===== src/rtl/cpuc_package.sv =====
// Shared CPUC constants and the types used by the RAM copy/fill engine.
package cpuc_package;

    localparam int unsigned ADDR_WIDTH = 5;
    localparam int unsigned DATA_WIDTH = 8;
    localparam int unsigned MEM_SIZE   = 32;
    localparam int unsigned LEN_WIDTH  = ADDR_WIDTH + 1;

    typedef enum logic [1:0] {
        IDLE = 2'd0,
        RUN  = 2'd1,
        DONE = 2'd2
    } t_dma_state;

    typedef enum logic {
        DMA_COPY = 1'b0,
        DMA_FILL = 1'b1
    } t_dma_op;

endpackage


===== src/rtl/cpuc_ram_dma.sv =====
// Copy (memmove) / fill engine driving one read port and one write port of the CPUC RAM.
// Accepts one command per handshake and moves one word per clock.
module cpuc_ram_dma
    import cpuc_package::*;
(
    input  logic                  clk,
    input  logic                  rst,
    input  logic                  cmd_valid,
    output logic                  cmd_ready,
    input  logic                  cmd_op,
    input  logic [ADDR_WIDTH-1:0] cmd_src,
    input  logic [ADDR_WIDTH-1:0] cmd_dst,
    input  logic [LEN_WIDTH-1:0]  cmd_len,
    input  logic [DATA_WIDTH-1:0] cmd_fill,
    output logic [ADDR_WIDTH-1:0] rd_address,
    input  logic [DATA_WIDTH-1:0] rd_q,
    output logic [ADDR_WIDTH-1:0] wr_address,
    output logic                  wr_wren,
    output logic [DATA_WIDTH-1:0] wr_data,
    output logic                  busy,
    output logic                  done,
    output logic                  err
);

    localparam int unsigned EXT_W = LEN_WIDTH + 1;

    t_dma_state            r_state;
    t_dma_op               r_op;
    logic [LEN_WIDTH-1:0]  r_len;
    logic [LEN_WIDTH-1:0]  r_cnt;
    logic [DATA_WIDTH-1:0] r_fill;
    logic [ADDR_WIDTH-1:0] r_rd_addr;
    logic [ADDR_WIDTH-1:0] r_wr_addr;
    logic                  r_desc;
    logic                  r_wren;
    logic                  r_ready;
    logic                  r_busy;
    logic                  r_done;
    logic                  r_err;

    logic [EXT_W-1:0]      w_src_ext;
    logic [EXT_W-1:0]      w_dst_ext;
    logic [EXT_W-1:0]      w_src_end;
    logic [EXT_W-1:0]      w_dst_end;
    logic                  w_is_copy;
    logic                  w_reject;
    logic                  w_desc;
    logic                  w_last;
    logic [ADDR_WIDTH-1:0] w_last_off;

    // Range and direction decisions, computed wide enough that src/dst + len never wraps.
    assign w_src_ext  = EXT_W'(cmd_src);
    assign w_dst_ext  = EXT_W'(cmd_dst);
    assign w_src_end  = w_src_ext + EXT_W'(cmd_len);
    assign w_dst_end  = w_dst_ext + EXT_W'(cmd_len);
    assign w_is_copy  = (t_dma_op'(cmd_op) == DMA_COPY);
    assign w_reject   = (w_dst_end > EXT_W'(MEM_SIZE)) ||
                        (w_is_copy && (w_src_end > EXT_W'(MEM_SIZE)));
    assign w_desc     = w_is_copy && (w_dst_ext > w_src_ext) && (w_dst_ext < w_src_end);
    assign w_last_off = ADDR_WIDTH'(cmd_len - LEN_WIDTH'(1));
    assign w_last     = (r_cnt == (r_len - LEN_WIDTH'(1)));

    assign cmd_ready  = r_ready;
    assign busy       = r_busy;
    assign done       = r_done;
    assign err        = r_err;
    assign rd_address = r_rd_addr;
    assign wr_address = r_wr_addr;
    assign wr_wren    = r_wren;
    // Read data is combinational, so a COPY write forwards the word read this same cycle.
    assign wr_data    = r_wren ? ((r_op == DMA_COPY) ? rd_q : r_fill) : '0;

    always_ff @(posedge clk or posedge rst) begin
        if (rst) begin
            r_state   <= IDLE;
            r_op      <= DMA_COPY;
            r_len     <= '0;
            r_cnt     <= '0;
            r_fill    <= '0;
            r_rd_addr <= '0;
            r_wr_addr <= '0;
            r_desc    <= 1'b0;
            r_wren    <= 1'b0;
            r_ready   <= 1'b1;
            r_busy    <= 1'b0;
            r_done    <= 1'b0;
            r_err     <= 1'b0;
        end else begin
            r_done <= 1'b0;
            r_err  <= 1'b0;
            case (r_state)
                IDLE: begin
                    if (cmd_valid) begin
                        r_op    <= t_dma_op'(cmd_op);
                        r_len   <= cmd_len;
                        r_fill  <= cmd_fill;
                        r_desc  <= w_desc;
                        r_cnt   <= '0;
                        r_ready <= 1'b0;
                        r_busy  <= 1'b1;
                        if ((cmd_len != '0) && !w_reject) begin
                            r_state <= RUN;
                            r_wren  <= 1'b1;
                            // Descending copies start at the top word of each range.
                            r_rd_addr <= w_desc ? ADDR_WIDTH'(cmd_src + w_last_off) : cmd_src;
                            r_wr_addr <= w_desc ? ADDR_WIDTH'(cmd_dst + w_last_off) : cmd_dst;
                        end else begin
                            r_state <= DONE;
                            r_done  <= 1'b1;
                            r_err   <= w_reject;
                        end
                    end
                end
                RUN: begin
                    r_cnt <= r_cnt + LEN_WIDTH'(1);
                    if (w_last) begin
                        r_state   <= DONE;
                        r_wren    <= 1'b0;
                        r_rd_addr <= '0;
                        r_wr_addr <= '0;
                        r_done    <= 1'b1;
                    end else if (r_desc) begin
                        r_rd_addr <= r_rd_addr - ADDR_WIDTH'(1);
                        r_wr_addr <= r_wr_addr - ADDR_WIDTH'(1);
                    end else begin
                        r_rd_addr <= r_rd_addr + ADDR_WIDTH'(1);
                        r_wr_addr <= r_wr_addr + ADDR_WIDTH'(1);
                    end
                end
                DONE: begin
                    r_state <= IDLE;
                    r_busy  <= 1'b0;
                    r_ready <= 1'b1;
                end
                default: begin
                    r_state <= IDLE;
                    r_wren  <= 1'b0;
                    r_busy  <= 1'b0;
                    r_ready <= 1'b1;
                end
            endcase
        end
    end

endmodule


===== config.mk =====
export PLATFORM = sky130hd
export DESIGN_NAME = cpuc_ram_dma
export DESIGN_NICKNAME = d
export VERILOG_FILES = /design/src/rtl/cpuc_package.sv /design/src/rtl/cpuc_ram_dma.sv
export SDC_FILE = /design/constraint.sdc
export NUM_CORES = 1
export LEC_CHECK = 0
export ABC_AREA = 0
export BUFFER_PORTS_ARGS = -buffer_cell sky130_fd_sc_hd__buf_2
export CAP_MARGIN = 20
export CORE_MARGIN = 2
export CORE_UTILIZATION = 50
export DETAILED_ROUTE_END_ITERATION = 8
export PLACE_DENSITY_LB_ADDON = 0.15
export SKIP_LAST_GASP = 1
export SLEW_MARGIN = 20
export SYNTH_ARGS = -nofsm -noshare
export SYNTH_HDL_FRONTEND = slang
export SYNTH_SLANG_ARGS = --single-unit
export TNS_END_PERCENT = 20

===== constraint.sdc =====
create_clock -name clk -period 2.65 [get_ports clk]
set_input_delay 0.265 -clock clk [delete_from_list [all_inputs] [get_ports clk]]
set_output_delay 0.265 -clock clk [all_outputs]
set_load 0.02 [all_outputs]

==> out/results.ini <==
[global_routing]
grt_pass1_vias=2823
grt_max_degree=40
gr-total-overflow=0
grt_pass1_wl_microns=13100
grt_usage=0.227
antenna_found_initial=0

[worst_setup_path]
critPathRequiredTime_ns=2.83
r2r_setup_slack_ns=0.31
cp_top_family=compound AO/OA/AOI/OAI gates
timing.rr.end=wr_address[2]$_DFFE_PP0P_
cpMaxStageDelayCell=a221o_1
worstRegToRegCells=9
crit_buf_inv=3
regToRegStartpoint=r_len[0]$_DFFE_PP0P_
path_max_fanout=5
critPathLaunchType=primary input
criticalPathCategory=in2reg
cpMostUsedCell=ha_1
crit_arrival_ns=2.94
end_kind=register
path_cells=buf_2 > buf_4 > ha_1 > a21oi_1 > o21bai_1 > xor2_1 > inv_1 > ha_1 > nand2_2 > a21oi_2 > a211oi_2 > o221ai_4 > and2_4 > a221o_1 > mux2_4
max_stage_delay_ns=0.30

[power_and_ir_drop]
power.density_nw_per_um2=879
vdd_drop_max_mv=0.517
internal_power_mw=1.96
p_clk_frac=0.112
p_sw_frac=0.447
pwr-share-seq=0.326
p_comb_frac=0.562
p_switching_mw=1.58
power_leakage_nw=2.09
report.power.total_mw=3.54

[placement]
dp.cells=515
hpwlAfterDp_microns=6330
io_buffer_count=58
place_area_sq_um=3880
gp_congestion=0.888

[sta]
finalSetupViolCount=5
fmax_mhz=362
fin_crit_ns=2.76
hold_viol_final=0
rsz0062_at_grt=true
setup_ws_ns=-0.112
drv_slew=0
worstMarginPinSlew_ns=0.668
fin_skew_ns=0.00491
period_share=1.04
max_slew_margin=0.554

[detailed_routing]
firstDrtPassIters=4
drt-initial-drc-count=144
vias_per_cell=5.45
wl_per_cell_microns=14.8
vias=2879
antenna_left=0
drc=0
wl_microns=7790

[run]
drv_cap=0

[clock_network]
cts_num_sinks=39
clk_pin_slew_ns=0.08
cts_max_level=2
cts-root-buf=clkbuf_8
cts_tree=built
clk_path_buf_depth=2
worstSkewPairLatency_ns=0.30
numCtsBuffers=5

[floorplan]
design.die.area_sq_um=7140
rows=29
die_w_microns=84.5
die_y_microns=84.5
core_sq_um=6310
pin_count=59
start_util=0.513

[layout]
num_antenna_cells=0
nFillCells=575
multi_input_area_sq_um=2180
fin_util=0.638
fin_nets=528
layout_common_cells=buf_2 (56), nand2_1 (52), buf_4 (39)
area_delta_synth_final_pct=24.4
fin_cells=528
final_common_cell=buf_2
regArea_sq_um=977
final_area_sq_um=4030
drive_gt1_frac=0.277

[logic_synthesis]
postSynthCellCount=356
ys_async_sr_fraction=1.00
synth_cell_type_count=55
synth-main-ff-cell=dfrtp_1
synth-seq-cells=39
syn_nets=434
ys_warn_count=0
avgSynthCellArea_sq_um=9.10
synth_area_sq_um=3240
synth-edff-count=0
ys_seq_area_frac=0.302

[status]
status=finished, violations left
violations=negative setup slack

[min_path]
hp-class=in2async

## tightest hold or removal path: cells and delay by family
family   cells  cell delay (ns)
buf+inv      3             0.55
## cell type report
class | count | area share
Multi-Input combinational cell | 285 | 0.542
Sequential cell | 39 | 0.243
Timing Repair Buffer | 97 | 0.149
Tap cell | 77 | 0.0239
Inverter | 22 | 0.0205
Clock buffer | 5 | 0.0171
Clock inverter | 3 | 0.00497
## repair_timing
action	in CTS	in global routing
setup endpoints to repair	5	10
gates resized for setup	0	5
hold endpoints to repair	0	0
pin swaps	5	1
hold buffers	0	0
buffers inserted	5	0
## kinds of logic after synthesis
kind of cell / Yosys count / synth area share
compound gates: 82 / 0.181
xor+xnor: 29 / 0.0784
fa+ha+maj: 42 / 0.176
buf+inv: 32 / 0.0383
flops: 39 / 0.302
mux: 18 / 0.0583
simple gates: 114 / 0.166
## per-stage QoR
stage | hold slack [ns] | setup WS [ns] | setup TNS (ns)
4_1_cts | 0.0992 | -0.164 | -0.678
3_3_place_gp | 0.404 | -0.441 | -2.84
6_report | 0.0822 | -0.112 | -0.437
5_1_grt | 0.139 | -0.235 | -1.32
3_5_place_dp | 0.412 | -0.481 | -3.26
2_1_floorplan | 0.370 | -0.266 | -0.837
## sequential cells by signal, indices dropped and copies added (netlist names)
name        count
r_cnt           6
r_state         2
wr_address      5
r_fill          8
busy            1
r_len           6
r_op            1
err             1
wr_wren         1
rd_address      5
r_desc          1
cmd_ready       1
done            1
## power by group through the flow
stage	sequential, mW	combinational [mW]	clock, mW
2_1_floorplan	1.19	1.36	0
3_3_place_gp	1.15	1.92	0
3_5_place_dp	1.17	1.97	0
4_1_cts	1.15	2.00	0.407
5_1_grt	1.20	2.21	0.431
6_report	1.15	1.99	0.398
## layer usage
metal | up-vias | part of all wire | global-route usage | wire (microns)
li1 | 1444 | - | - | -
met1 | 1373 | 0.45 | 0.300 | 3520
met2 | 52 | 0.50 | 0.390 | 3880
met3 | 10 | 0.035 | 0.0256 | 276
met4 | 0 | 0.014 | 0.0707 | 106
met5 | - | 0 | 0 | 0
## synth_stat cells, drive strengths merged (4+ instances only)
master / n / area [sq um]
clkbuf: 9 / 33.8
o21ai: 15 / 75.1
nand4: 4 / 25.0
nand3: 10 / 62.6
nand2: 53 / 199
nor3: 6 / 30.0
xor2: 14 / 123
mux2i: 14 / 140
dfrtp: 38 / 951
a32oi: 4 / 35.0
inv: 22 / 82.6
ha: 36 / 450
nor2: 18 / 67.6
nor2b: 10 / 62.6
fa: 6 / 120
o22ai: 4 / 25.0
xnor2: 15 / 131
mux2: 4 / 48.8
a21o: 11 / 82.6
a21oi: 22 / 110
## worst max path at each step
stage / from / end / slack (ns) / cells after the start
global placement: cmd_src[0] / wr_address[2]$_DFFE_PP0P_ / -0.44 / 15
global route: cmd_src[0] / wr_address[4]$_DFFE_PP0P_ / -0.24 / 16
floorplan: cmd_src[0] / rd_address[2]$_DFFE_PP0P_ / -0.27 / 14
detailed placement: cmd_src[0] / wr_address[2]$_DFFE_PP0P_ / -0.48 / 15
CTS: cmd_src[0] / wr_address[2]$_DFFE_PP0P_ / -0.16 / 15
finish: cmd_src[1] / wr_address[2]$_DFFE_PP0P_ / -0.11 / 15
Power figures use the tool's default switching activity.
